[src/rtl/string_byte_feeder_if.sv]
// Stream interface carrying 32-bit text words from the DMA into the byte
// feeder. The master drives data/keep/valid/last, the slave drives ready.
interface string_byte_feeder_if;
  logic [31:0] tdata;
  logic [3:0]  tkeep;
  logic        tvalid;
  logic        tlast;
  logic        tready;

  modport master (output tdata, output tkeep, output tvalid, output tlast, input tready);
  modport slave  (input tdata, input tkeep, input tvalid, input tlast, output tready);
endinterface

[src/rtl/string_byte_feeder.sv]
// string_byte_feeder: unpacks 32-bit stream words into one byte per cycle for
// the string matcher and frames each batch with proc_start / proc_last.
// proc_last is held back DRAIN_CYCLES after the final byte so the MD5 pipeline
// downstream has drained before the batch is declared complete.
// Optional macro STRING_BYTE_FEEDER_SWAP_EN: emit lanes big-endian
// ([31:24] first, tkeep contiguous from bit 3). Default is lane 0 first.
module string_byte_feeder #(
  parameter int DRAIN_CYCLES = 70,
  parameter int CNT_W        = 32
) (
  input  logic                 clk,
  input  logic                 reset_n,
  input  logic                 cmd_go,
  input  logic                 cmd_abort,
  string_byte_feeder_if.slave  s,
  output logic                 proc_start,
  output logic [7:0]           proc_data,
  output logic                 proc_data_valid,
  output logic                 proc_last,
  input  logic                 proc_ready,
  output logic                 feed_busy,
  output logic [CNT_W-1:0]     feed_byte_count
);

  localparam int DRAIN_W = (DRAIN_CYCLES < 2) ? 1 : $clog2(DRAIN_CYCLES + 1);

  typedef enum logic [2:0] {IDLE, START, WAIT_RDY, STREAM, DRAIN, LAST} state_t;

  state_t             state_reg, state_next;
  logic [31:0]        buf_data_reg;
  logic [1:0]         buf_end_reg;     // emit index of the final kept byte
  logic               buf_tlast_reg;
  logic               buf_full_reg;
  logic [1:0]         ptr_reg;
  logic [DRAIN_W-1:0] drain_cnt_reg;
  logic               proc_start_reg, proc_data_valid_reg, proc_last_reg, busy_reg;
  logic [7:0]         proc_data_reg;
  logic [CNT_W-1:0]   count_reg;

  logic               emit, final_emit, tready, accept, abort_hit;
  logic [7:0]         lane [4];

  // lane[i] is the i-th byte in emission order
  generate
    for (genvar gi = 0; gi < 4; gi++) begin : g_lane
`ifdef STRING_BYTE_FEEDER_SWAP_EN
      assign lane[gi] = buf_data_reg[8*(3-gi) +: 8];
`else
      assign lane[gi] = buf_data_reg[8*gi +: 8];
`endif
    end
  endgenerate

  // Emission index of the last kept byte for a contiguous tkeep
  function automatic logic [1:0] end_index(input logic [3:0] keep);
`ifdef STRING_BYTE_FEEDER_SWAP_EN
    if (keep[0])      return 2'd3;
    else if (keep[1]) return 2'd2;
    else if (keep[2]) return 2'd1;
    else              return 2'd0;
`else
    if (keep[3])      return 2'd3;
    else if (keep[2]) return 2'd2;
    else if (keep[1]) return 2'd1;
    else              return 2'd0;
`endif
  endfunction

  // Next state plus the per-cycle handshake/emit decisions
  always_comb begin
    state_next = state_reg;
    abort_hit  = 1'b0;
    emit       = 1'b0;
    final_emit = 1'b0;
    tready     = 1'b0;
    accept     = 1'b0;

    abort_hit  = cmd_abort && (state_reg == START || state_reg == WAIT_RDY ||
                               state_reg == STREAM || state_reg == DRAIN);
    emit       = (state_reg == STREAM) && buf_full_reg && proc_ready && !cmd_abort;
    final_emit = emit && (ptr_reg == buf_end_reg);
    // Once the tlast word is buffered, nothing more is taken for this batch
    tready     = (state_reg == STREAM) && !cmd_abort &&
                 (!buf_full_reg || (final_emit && !buf_tlast_reg));
    accept     = s.tvalid && tready;

    case (state_reg)
      IDLE:     if (cmd_go && !cmd_abort) state_next = START;
      START:    state_next = abort_hit ? LAST : WAIT_RDY;
      WAIT_RDY: if (abort_hit) state_next = LAST;
                else if (proc_ready) state_next = STREAM;
      STREAM:   if (abort_hit) state_next = LAST;
                else if (final_emit && buf_tlast_reg) state_next = DRAIN;
                else if (accept && s.tlast && (s.tkeep == 4'b0000)) state_next = DRAIN;
      DRAIN:    if (abort_hit || (drain_cnt_reg == '0)) state_next = LAST;
      LAST:     state_next = IDLE;
      default:  state_next = IDLE;
    endcase
  end

  assign s.tready = tready;

  // State register
  always_ff @(posedge clk or negedge reset_n) begin
    if (!reset_n) state_reg <= IDLE;
    else          state_reg <= state_next;
  end

  // Word buffer, lane pointer, drain timer, counter and registered outputs
  always_ff @(posedge clk or negedge reset_n) begin
    if (!reset_n) begin
      buf_data_reg        <= '0;
      buf_end_reg         <= '0;
      buf_tlast_reg       <= 1'b0;
      buf_full_reg        <= 1'b0;
      ptr_reg             <= '0;
      drain_cnt_reg       <= '0;
      proc_start_reg      <= 1'b0;
      proc_data_reg       <= '0;
      proc_data_valid_reg <= 1'b0;
      proc_last_reg       <= 1'b0;
      busy_reg            <= 1'b0;
      count_reg           <= '0;
    end else begin
      proc_start_reg      <= (state_next == START);
      proc_last_reg       <= (state_next == LAST);
      busy_reg            <= (state_next != IDLE);
      proc_data_valid_reg <= emit;
      if (emit) proc_data_reg <= lane[ptr_reg];

      if (state_reg == IDLE && cmd_go && !cmd_abort) count_reg <= '0;
      else if (emit)                                 count_reg <= count_reg + CNT_W'(1);

      if (abort_hit || state_next != STREAM) begin
        buf_full_reg  <= 1'b0;
        buf_tlast_reg <= 1'b0;
        ptr_reg       <= '0;
      end else if (accept) begin
        buf_data_reg  <= s.tdata;
        buf_end_reg   <= end_index(s.tkeep);
        buf_tlast_reg <= s.tlast;
        buf_full_reg  <= |s.tkeep;
        ptr_reg       <= '0;
      end else if (final_emit) begin
        buf_full_reg  <= 1'b0;
        ptr_reg       <= '0;
      end else if (emit) begin
        ptr_reg       <= ptr_reg + 2'd1;
      end

      if (state_reg != DRAIN && state_next == DRAIN)
        drain_cnt_reg <= DRAIN_W'(DRAIN_CYCLES);
      else if (state_reg == DRAIN && drain_cnt_reg != '0)
        drain_cnt_reg <= drain_cnt_reg - DRAIN_W'(1);
    end
  end

  assign proc_start      = proc_start_reg;
  assign proc_data       = proc_data_reg;
  assign proc_data_valid = proc_data_valid_reg;
  assign proc_last       = proc_last_reg;
  assign feed_busy       = busy_reg;
  assign feed_byte_count = count_reg;

endmodule

[src/flat_wrapper.sv]
// flat-port wrapper written by rule: the top's interface ports become plain ports
module string_byte_feeder_flat 
#(
  parameter int DRAIN_CYCLES = 70,
  parameter int CNT_W        = 32
)
  (clk, reset_n, cmd_go, cmd_abort, proc_start, proc_data, proc_data_valid, proc_last, proc_ready, feed_busy, feed_byte_count, s_tdata, s_tkeep, s_tvalid, s_tlast, s_tready);
  string_byte_feeder_if s_i ();
  input  logic clk;
  input  logic reset_n;
  input  logic cmd_go;
  input  logic cmd_abort;
  output logic proc_start;
  output logic [7:0] proc_data;
  output logic proc_data_valid;
  output logic proc_last;
  input  logic proc_ready;
  output logic feed_busy;
  output logic [CNT_W-1:0] feed_byte_count;
  input wire logic [$bits(s_i.tdata)-1:0] s_tdata;
  input wire logic [$bits(s_i.tkeep)-1:0] s_tkeep;
  input wire logic [$bits(s_i.tvalid)-1:0] s_tvalid;
  input wire logic [$bits(s_i.tlast)-1:0] s_tlast;
  output wire logic [$bits(s_i.tready)-1:0] s_tready;
  assign s_i.tdata = s_tdata;
  assign s_i.tkeep = s_tkeep;
  assign s_i.tvalid = s_tvalid;
  assign s_i.tlast = s_tlast;
  assign s_tready = s_i.tready;
  string_byte_feeder #(.DRAIN_CYCLES(DRAIN_CYCLES), .CNT_W(CNT_W)) u_core (.clk(clk), .reset_n(reset_n), .cmd_go(cmd_go), .cmd_abort(cmd_abort), .s(s_i), .proc_start(proc_start), .proc_data(proc_data), .proc_data_valid(proc_data_valid), .proc_last(proc_last), .proc_ready(proc_ready), .feed_busy(feed_busy), .feed_byte_count(feed_byte_count));
endmodule
[config.mk]
export PLATFORM = sky130hd
export DESIGN_NAME = string_byte_feeder_flat
export DESIGN_NICKNAME = d
export VERILOG_FILES = /design/src/rtl/string_byte_feeder_if.sv /design/src/rtl/string_byte_feeder.sv /design/src/flat_wrapper.sv
export SDC_FILE = /design/constraint.sdc
export NUM_CORES = 1
export LEC_CHECK = 0
export BUFFER_PORTS_ARGS = -buffer_cell sky130_fd_sc_hd__buf_4
export CAP_MARGIN = 20
export CORE_MARGIN = 3
export CORE_UTILIZATION = 50
export DETAILED_ROUTE_END_ITERATION = 12
export PLACE_DENSITY = 0.76
export SLEW_MARGIN = 20
export SYNTH_ARGS = -nofsm -noshare
export SYNTH_HDL_FRONTEND = slang
export SYNTH_SLANG_ARGS = --single-unit
[constraint.sdc]
create_clock -name clk -period 2 [get_ports clk]
set_input_delay 0.1 -clock clk [delete_from_list [all_inputs] [get_ports clk]]
set_output_delay 0.1 -clock clk [all_outputs]
set_load 0.02 [all_outputs]
==> results of run 1 <==
[critical path: cells and delay by family (launching register included)]
family | cells | cell delay [ps]
AOI/OAI and AO/OA | 1 | 220
xor gates and xnor gates | 1 | 270
buffers and inverters | 2 | 370
DFF | 1 | 420
muxes | 1 | 360
and+or+nand+nor | 1 | 220
[layout make-up]
type / count / area [sq um]
fillers: 594 / 2431
clock inverters: 7 / 76.32
multi-input cells: 301 / 2193
well taps: 108 / 135.1
inverters: 18 / 67.56
repair buffers: 178 / 1465
flip-flops and latches: 92 / 2313
clock buffers: 9 / 123.9
[worst min-delay path by stage]
stage | end | cells after the start | startpoint | slack [ps]
global placement | u_core.proc_start$_DFF_PN0_ | 1 | reset_n | 150
CTS | u_core.buf_data_reg[1]$_DFFE_PN0P_ | 2 | s_tdata[1] | 4
finish | u_core.buf_end_reg[1]$_DFFE_PN0P_ | 3 | s_tkeep[2] | 30
floorplan | u_core.buf_data_reg[0]$_DFFE_PN0P_ | 0 | reset_n | -200
detailed placement | u_core.proc_start$_DFF_PN0_ | 1 | reset_n | 160
global route | u_core.buf_end_reg[1]$_DFFE_PN0P_ | 3 | s_tkeep[3] | 40
[routing by layer]
layer  part of all wire  up-vias  track usage
met1               0.42     2028       0.2979
li1                   -     1933            -
met3              0.053       32      0.05028
met4              0.022        0      0.07260
met2               0.51      134       0.4090
met5                  0        -            0
[what timing repair did]
action | CTS | global route
buffers inserted | 0 | 8
gates cloned | 0 | 1
setup endpoints to repair | 33 | 49
endpoints found under the hold margin | 74 | 1
pin swaps | 0 | 3
hold buffers | 32 | 1
resized for setup | 1 | 11
[placed cells by master, fill, tap and decap left out, drive strengths merged, types with 2 or more instances in the layout]
master and instances:
o2111ai 2, o211ai 3, nand2b 6, dfrtp 92, nand2 47, dlygate4sd3 33, and4 2, clkbuf 10
a21oi 25, nand3 16, o31ai 9, o21a 2, xnor2 9, nor3b 3, clkinv 3, mux2 34
or4 14, ha 3, o21ai 15, o41ai 5, nor3 12, or3 11, inv 22, mux4 8
a2111o 2, buf 144, nor4 10, mux2i 5, and3 2, nand4 8, nand4b 7, xor2 5
nor2 24
[metrics by stage]
stage / cell area, sq um / hold WS (ps) / setup WS [ps] / TNS, ps / power, W
floorplan: 4636 / -195.6 / -45.56 / -45.56 / 0.003290
global placement: 5698 / 152.3 / 28.51 / 0 / 0.003691
detailed placement: 5698 / 159.1 / -51.11 / -1106 / 0.003785
CTS: 6226 / 4.340 / 10.44 / 0 / 0.005084
global route: 6375 / 42.47 / -29.16 / -187.9 / 0.005420
finish: 6375 / 33.39 / 32.40 / 0 / 0.005131
[power groups by stage]
stage / Clock, W / Sequential (W) / Combinational, W
2_1_floorplan: 0 / 0.00247 / 0.000816
3_3_place_gp: 0 / 0.00247 / 0.00122
3_5_place_dp: 0 / 0.00250 / 0.00128
4_1_cts: 0.00128 / 0.00247 / 0.00134
5_1_grt: 0.00138 / 0.00253 / 0.00151
6_report: 0.00125 / 0.00250 / 0.00138
[cells by family (layout without fill, tap and decap cells)]
group | count (synthesis) | after routing
buf+inv | 38 | 212
mux | 47 | 47
fa+ha+maj | 3 | 3
flops | 92 | 92
simple gates | 167 | 167
compound gates | 70 | 70
xor+xnor | 14 | 14
==> reports/summary.txt, run 1 <==
Setup Skew -> 14.28 ps
Max cap viols -> 0
Period utilization -> 0.9838
Post-synthesis mux area share -> 0.1337
Global-route wire length before repair -> 19400 um
Combinational share of power -> 0.269
Number of global-route vias before repair -> 4090
Synth cell count leaders -> 92 x dfrtp_1, 47 x nand2_1, 34 x mux2_2, 25 x a21oi_1, 24 x nor2_1
Critical path class -> reg2reg
Clk sink count -> 92
RR Startpoint -> u_core.buf_end_reg[0]$_DFFE_PN0P_
Placed insts -> 655
All-layer global routing usage -> 0.2365
P_int -> 0.003516 W
Power per standard cell area -> 804.9 nW/um^2
Die W -> 101.8 um
Peak supply drop -> 0.0006231 V
Post-synthesis simple-gate area fraction -> 0.1950
Worst EP arrival -> 2230 ps
Finished Layout Cells -> 713
Clock share of power -> 0.244
Slew Viols, Final -> 0
CP Launch Point -> u_core.buf_end_reg[0]$_DFFE_PN0P_
Setup crit start kind -> flip-flop
HP Class -> in2reg
Post-DR vias/cell -> 5.788
Crit-path cells -> xnor2_2, a41oi_2, nor3b_4, buf_4, clkbuf_16, mux2_2
Cell leakage power -> 2.900 nW
IO buf count -> 87
Critical path's slowest cell -> dfrtp_1
Primary FF master, synth -> dfrtp_1
H-tree depth -> 3
FMAX -> 508.2 MHz
Drt wl/cell -> 17.24 um
Clk_lat worst skew -> 370 ps
CTS Buffer Depth -> 2
Max incr delay on CP -> 420 ps
Largest family of logic cells by synthesized area -> simple AND/OR/NAND/NOR gates
CTS tree -> done
N_diodes -> 0
Via count -> 4127
Crit path capture type -> flip-flop
YS warnings -> 0
Synth top area share -> 0.5019
Actual slew at the worst max-slew pin -> 632.5 ps
Dpl hpwl -> 8159 um
Initial antenna violation count -> 0
Finish-stage setup viols -> 0
Most common cell in the netlist -> dfrtp_1
CP required -> 2260 ps
Status -> completed
EDFF count, synth -> 0
Cell taking the most area after synthesis -> dfrtp_1
Routed WL -> 12290 um
# nets final -> 646
Post-synthesis adder-cell area fraction -> 0.008183
Crit path time final -> 1968 ps
Sequential area share after synthesis -> 0.5019
CTS buffer count -> 9
Worst reg2reg path endpoint -> u_core.buf_data_reg[25]$_DFFE_PN0P_
Routability cong. -> 0.8406
Fin util -> 0.7239
Synth Area in Compound Gates -> 0.09984
Post-route ant nets -> 0
Violation count after the first detailed-routing iteration -> 132
Worst setup path end -> u_core.buf_data_reg[25]$_DFFE_PN0P_
# rows -> 34
Seq cells post-synth -> 92
Starting density of the core -> 0.5209
Mapped Area -> 4587 sq um
Max transition margin -> 0.5783
DR DRC count -> 0
I/O pins -> 88
Root Buffer -> clkbuf_8
Part of the power in registers -> 0.487
Mapped Cells -> 431
TritonRoute pass-1 iters -> 4
Netlist cell types -> 47
R2R setup slack -> 30 ps
Area Growth Syn to Fin -> 38.98%
Switching pwr -> 0.001615 W
Worst reg2reg path depth -> 6
Synth Net Count -> 477
Synth area leaders -> dfrtp_1 50%, mux2_2 8.3%, mux4_2 3.9%
Die area -> 10360 sq um
Max FO, Critical Path -> 17
Synth Area in XOR/XNOR -> 0.02673
Switching share of power -> 0.3148
Synthesized area per cell -> 10.64 sq um
GRT overflow -> 0
Final Hold Viols -> 0
Core area -> 8806 sq um
Share of cells above drive strength 1 -> 0.3769
Worst-path clk slew -> 100 ps
DIE HEIGHT -> 101.8 um
Largest net degree at the start of global routing -> 47
FFs w/ async S/R, synth -> 1.000
No activity file was read; power rests on OpenSTA's default activity.
==> inputs of run 2 (changes only) <==
--- a/config.mk
+++ b/config.mk
@@ -8,9 +8,8 @@
 export BUFFER_PORTS_ARGS = -buffer_cell sky130_fd_sc_hd__buf_4
 export CAP_MARGIN = 20
 export CORE_MARGIN = 3
-export CORE_UTILIZATION = 50
+export CORE_UTILIZATION = 30
 export DETAILED_ROUTE_END_ITERATION = 12
-export PLACE_DENSITY = 0.76
 export SLEW_MARGIN = 20
 export SYNTH_ARGS = -nofsm -noshare
 export SYNTH_HDL_FRONTEND = slang
==> reports/summary.txt, run 2 (synthesis gave the netlist of run 1 again) <==
Clk sink count -> 92 (unchanged)
HP Class -> in2reg (unchanged)
P_int -> 0.003925 W (was 0.003516 W)
CTS tree -> done (unchanged)
Clk_lat worst skew -> 350 ps (was 370 ps)
Max transition margin -> 0.6301 (was 0.5783)
All-layer global routing usage -> 0.1519 (was 0.2365)
GRT overflow -> 0 (unchanged)
# nets final -> 645 (was 646)
Post-DR vias/cell -> 5.136 (was 5.788)
IO buf count -> 87 (unchanged)
Period utilization -> 0.9717 (was 0.9838)
Commonest non-fill, non-tap cell in the layout -> buf_4 (unchanged)
Critical path's slowest cell -> or4_4 (was dfrtp_1)
DR DRC count -> 0 (unchanged)
Die area -> 16810 sq um (was 10360 sq um)
Layout fillers -> 1412 (was 594)
CP required -> 2270 ps (was 2260 ps)
Setup Skew -> 8.316 ps (was 14.28 ps)
Worst EP arrival -> 2220 ps (was 2230 ps)
Crit path capture type -> flip-flop (unchanged)
Cell leakage power -> 2.927 nW (was 2.900 nW)
Part of the power in registers -> 0.453 (was 0.487)
H-tree depth -> 3 (unchanged)
Via count -> 4047 (was 4127)
Max FO, Critical Path -> 6 (was 17)
Max cap viols -> 0 (unchanged)
Crit-path cells -> nand4bb_4, or4_4, buf_4, or3_1, a21oi_2 (was xnor2_2, a41oi_2, nor3b_4, buf_4, clkbuf_16, mux2_2)
Post-route ant nets -> 0 (unchanged)
CTS buffer count -> 9 (unchanged)
Slew Viols, Final -> 0 (unchanged)
DIE HEIGHT -> 129.7 um (was 101.8 um)
Initial antenna violation count -> 0 (unchanged)
Number of global-route vias before repair -> 4232 (was 4090)
Most frequent cells in the layout -> 139 x buf_4, 83 x dfrtp_1, 46 x nand2_1 (was 141 x buf_4, 83 x dfrtp_1, 46 x nand2_1)
Crit-path leading delay family -> simple AND/OR/NAND/NOR gates (was flip-flops)
# rows -> 44 (was 34)
CTS Buffer Depth -> 2 (unchanged)
Final Hold Viols -> 0 (unchanged)
Fin Hold WS -> 42.09 ps (was 33.39 ps)
Violation count after the first detailed-routing iteration -> 178 (was 132)
Dpl hpwl -> 8605 um (was 8159 um)
Switching share of power -> 0.2858 (was 0.3148)
Combinational share of power -> 0.242 (was 0.269)
Starting density of the core -> 0.3109 (was 0.5209)
Total Power -> 0.005496 W (was 0.005131 W)
Area Growth Syn to Fin -> 43.40% (was 38.98%)
Actual slew at the worst max-slew pin -> 554.8 ps (was 632.5 ps)
Clock share of power -> 0.305 (was 0.244)
Power per standard cell area -> 835.5 nW/um^2 (was 804.9 nW/um^2)
Largest net degree at the start of global routing -> 42 (was 47)
I/O pins -> 88 (unchanged)
TritonRoute pass-1 iters -> 4 (unchanged)
Peak supply drop -> 0.0005330 V (was 0.0006231 V)
WP buf/inv -> 1 (was 2)
Die W -> 129.7 um (was 101.8 um)
Core area -> 14750 sq um (was 8806 sq um)
Share of cells above drive strength 1 -> 0.3791 (was 0.3769)
N_diodes -> 0 (unchanged)
Drt wl/cell -> 16.16 um (was 17.24 um)
Critical path class -> reg2reg (unchanged)
FMAX -> 514.6 MHz (was 508.2 MHz)
Max incr delay on CP -> 510 ps (was 420 ps)
Crit path time final -> 1943 ps (was 1968 ps)
Finish-stage setup viols -> 0 (unchanged)
Root Buffer -> clkbuf_16 (was clkbuf_8)
Routability cong. -> 0.8010 (was 0.8406)
Routed WL -> 12730 um (was 12290 um)
Worst-path clk slew -> 70 ps (was 100 ps)
Setup crit start kind -> flip-flop (unchanged)
Status -> completed (unchanged)
Switching pwr -> 0.001571 W (was 0.001615 W)
Global-route wire length before repair -> 20420 um (was 19400 um)
## run 2: layout make-up
type                            instances  area (sq um)  area share
Clock inverter                          5         41.29    0.006277
Inverter                               18         67.56     0.01027
Timing Repair Buffer                  177          1470      0.2235
Tap cell                              184         230.2     0.03500
Clock buffer                           11         252.7     0.03842
Multi-Input combinational cell        301          2202      0.3348
Sequential cell                        92          2313      0.3517
## run 2: metrics by stage
stage / utilization / setup WS [ps] / TNS (ps) / cell area [sq um] / instances
global placement: 0.3955 / 2.214 / 0 / 5836 / 735
detailed placement: 0.3955 / -30.90 / -32.54 / 5836 / 735
CTS: 0.4384 / 34.98 / 0 / 6469 / 784
floorplan: - / -45.56 / -45.56 / 4636 / 431
finish: 0.4458 / 56.57 / 0 / 6578 / 788
global route: 0.4458 / -28.58 / -38.60 / 6578 / 788
## run 2: per-layer routing
metal / global-route usage / share of wire
met1: 0.1873 / 0.43
met2: 0.2621 / 0.51
met3: 0.04988 / 0.057
met4: 0.02995 / 0.0036
met5: 0 / 0
## run 2: timing repair
item / in CTS / in global routing
hold buffers: 33 / 0
endpoints found under the hold margin: 71 / 0
pin swaps: 0 / 3
resized for setup: 2 / 11
setup endpoints to repair: 2 / 48
gates cloned: 0 / 1
setup buffers: 0 / 3
## run 2: final timing paths
path,start,to,slack [ps],cells past startpoint
max reg2reg,u_core.state_reg[2]$_DFF_PN0_,u_core.feed_byte_count[9]$_DFFE_PN0P_,60,5
min,s_tkeep[2],u_core.buf_end_reg[1]$_DFFE_PN0P_,40,3
min in group asynchronous,reset_n,u_core.buf_data_reg[19]$_DFFE_PN0P_,300,2
max,u_core.state_reg[2]$_DFF_PN0_,u_core.feed_byte_count[9]$_DFFE_PN0P_,60,5
min reg2reg,u_core.proc_data[2]$_DFFE_PN0P_,u_core.proc_data[2]$_DFFE_PN0P_,490,2
max in group asynchronous,reset_n,u_core.feed_byte_count[1]$_DFFE_PN0P_,1070,3
## run 2: power groups by stage
stage | Combinational [W] | Clock (W) | Sequential, W
after CTS | 0.00131 | 0.00173 | 0.00248
final | 0.00133 | 0.00168 | 0.00249
after detailed placement | 0.00125 | 0 | 0.00251
after floorplan | 0.000816 | 0 | 0.00247
after global routing | 0.00147 | 0.00181 | 0.00254
after global placement | 0.00121 | 0 | 0.00249
## run 2: tightest hold or removal path, stage by stage
cell and delay (ps):
buf_4 90, nor2_1 40, mux2i_1 110
==> inputs of run 3 (changes only) <==
--- a/config.mk
+++ b/config.mk
@@ -7,6 +7,7 @@
 export LEC_CHECK = 0
 export BUFFER_PORTS_ARGS = -buffer_cell sky130_fd_sc_hd__buf_4
 export CAP_MARGIN = 20
+export CORE_ASPECT_RATIO = 0.6
 export CORE_MARGIN = 3
 export CORE_UTILIZATION = 30
 export DETAILED_ROUTE_END_ITERATION = 12
==> reports/summary.txt, run 3 (synthesis gave the netlist of run 1 again) <==
All-layer global routing usage -> 0.1568 (was 0.1519)
Slew Viols, Final -> 0 (unchanged)
Violation count after the first detailed-routing iteration -> 250 (was 178)
R2R setup slack -> 40 ps (was 60 ps)
Hold Path End -> u_core.buf_data_reg[1]$_DFFE_PN0P_ (was u_core.buf_end_reg[1]$_DFFE_PN0P_)
Worst Hold Path Cells -> 2 (was 3)
CP required -> 2270 ps (about the same)
Critical path class -> reg2reg (unchanged)
Status -> completed (unchanged)
Most frequent cells in the layout -> 140 x buf_4, 81 x dfrtp_1, 47 x nand2_1 (was 139 x buf_4, 83 x dfrtp_1, 46 x nand2_1)
Actual slew at the worst max-slew pin -> 592.0 ps (was 554.8 ps)
Post-route ant nets -> 0 (unchanged)
Via count -> 4107 (was 4047)
Cell leakage power -> 2.928 nW (was 2.927 nW)
N_diodes -> 0 (unchanged)
Number of global-route vias before repair -> 4170 (was 4232)
Crit path capture type -> flip-flop (unchanged)
Area Growth Syn to Fin -> 42.74% (was 43.40%)
Crit path time final -> 1959 ps (was 1943 ps)
CTS Buffer Depth -> 2 (unchanged)
Initial antenna violation count -> 0 (unchanged)
Clk sink count -> 92 (unchanged)
# nets final -> 643 (was 645)
Global-route wire length before repair -> 21450 um (was 20420 um)
FMAX -> 510.4 MHz (was 514.6 MHz)
Period utilization -> 0.9797 (was 0.9717)
Dpl hpwl -> 9177 um (was 8605 um)
Fin util -> 0.4448 (was 0.4458)
Dpl cell area -> 5841 sq um (was 5836 sq um)
Core area -> 14720 sq um (was 14750 sq um)
DIE HEIGHT -> 101.8 um (was 129.7 um)
Die W -> 165.6 um (was 129.7 um)
Die area -> 16860 sq um (was 16810 sq um)
CTS buffer count -> 9 (unchanged)
Design Area, Final -> 6548 sq um (was 6578 sq um)
Routability cong. -> 0.8809 (was 0.8010)
RR Startpoint -> u_core.feed_byte_count[14]$_DFFE_PN0P_ (was u_core.state_reg[2]$_DFF_PN0_)
# rows -> 34 (was 44)
Place WS -> -12.88 ps (was -30.90 ps)
Setup TNS -> 0 ps (unchanged)
H-tree depth -> 3 (unchanged)
TritonRoute pass-1 iters -> 4 (unchanged)
GRT overflow -> 0 (unchanged)
Worst-path clk slew -> 70 ps (about the same)
Peak supply drop -> 0.0004221 V (was 0.0005330 V)
Hold_sp -> s_tdata[1] (was s_tkeep[2])
Final Hold Viols -> 0 (unchanged)
Setup Skew -> 12.54 ps (was 8.316 ps)
Layout fillers -> 1409 (was 1412)
Root Buffer -> clkbuf_16 (unchanged)
Finish-stage setup viols -> 0 (unchanged)
Worst reg2reg path depth -> 5 (unchanged)
Clk_lat worst skew -> 340 ps (was 350 ps)
Worst reg2reg path endpoint -> u_core.feed_byte_count[22]$_DFFE_PN0P_ (was u_core.feed_byte_count[9]$_DFFE_PN0P_)
Starting density of the core -> 0.3116 (was 0.3109)
Worst EP arrival -> 2230 ps (was 2220 ps)
Share of cells above drive strength 1 -> 0.3771 (was 0.3791)
Drt wl/cell -> 15.94 um (was 16.16 um)
Routed WL -> 12750 um (was 12730 um)
DR DRC count -> 0 (unchanged)
Largest net degree at the start of global routing -> 51 (was 42)
Power per standard cell area -> 857.4 nW/um^2 (was 835.5 nW/um^2)
Final worst slack -> 40.61 ps (was 56.57 ps)
IO buf count -> 87 (unchanged)
Max FO, Critical Path -> 15 (was 6)
I/O pins -> 88 (unchanged)
Commonest non-fill, non-tap cell in the layout -> buf_4 (unchanged)
Max cap viols -> 0 (unchanged)
Post-DR vias/cell -> 5.134 (was 5.136)
CTS tree -> done (unchanged)
Max transition margin -> 0.6053 (was 0.6301)
HP Class -> in2reg (unchanged)
Setup crit start kind -> flip-flop (unchanged)
run 3: stage by stage:
step | instances | hold slack [ps] | power (W)
global placement | 749 | 139.6 | 0.003712
floorplan | 431 | -195.6 | 0.003290
finish | 800 | 19.05 | 0.005614
detailed placement | 749 | 149.0 | 0.003776
global route | 800 | 4.764 | 0.005925
CTS | 797 | 0.7110 | 0.005638
run 3: how the worst max path moves through the flow:
stage                     slack (ps)                                    from                                      to  cells after the start
after floorplan                  -50           u_core.state_reg[2]$_DFF_PN0_  u_core.feed_byte_count[21]$_DFFE_PN0P_                      7
after global placement            40           u_core.state_reg[2]$_DFF_PN0_  u_core.feed_byte_count[31]$_DFFE_PN0P_                      4
after detailed placement         -10           u_core.state_reg[2]$_DFF_PN0_  u_core.feed_byte_count[31]$_DFFE_PN0P_                      4
after CTS                         40           u_core.state_reg[2]$_DFF_PN0_  u_core.feed_byte_count[21]$_DFFE_PN0P_                      4
after global routing             -20  u_core.feed_byte_count[12]$_DFFE_PN0P_  u_core.feed_byte_count[22]$_DFFE_PN0P_                      5
final                             40  u_core.feed_byte_count[14]$_DFFE_PN0P_  u_core.feed_byte_count[22]$_DFFE_PN0P_                      5
run 3: critical path, stage by stage, from the launching register on:
cell and delay (ps):
dfrtp_2 370, nand4_1 160, or4_4 580, buf_6 170
or4_1 480, a21oi_2 120
run 3: per-layer routing:
metal	global-route usage	share of wire	vias up	wire, um
met5	0	0	-	0
met4	0.04217	0.0098	0	125
met3	0.04173	0.055	13	702
met2	0.2287	0.43	117	5466
met1	0.2308	0.51	2053	6457
li1	-	-	1924	-
run 3: what timing repair did:
| action | CTS | global route |
|---|---|---|
| hold buffers | 32 | 0 |
| setup buffers | 0 | 3 |
| setup endpoints to repair | 2 | 32 |
| pin swaps | 0 | 2 |
| endpoints found under the hold margin | 73 | 0 |
| resized for setup | 2 | 10 |
run 3: layout make-up:
type | instances | area (sq um) | share of cell area
clock inverter | 7 | 80.08 | 0.01223
inverter | 18 | 67.56 | 0.01032
multi-input combinational | 301 | 2188 | 0.3342
timing repair buffer | 175 | 1423 | 0.2173
sequential | 92 | 2316 | 0.3537
tap | 198 | 247.7 | 0.03784
clock buffer | 9 | 225.2 | 0.03440
run 3: power by group:
group	total (W)	internal [W]	switching [W]	leakage, nW
Sequential	0.00250	0.00225	0.000248	1.21
Clock	0.00178	0.000992	0.000784	0.154
Combinational	0.00134	0.000749	0.000590	1.56
Total	0.00561	0.00399	0.00162	2.93
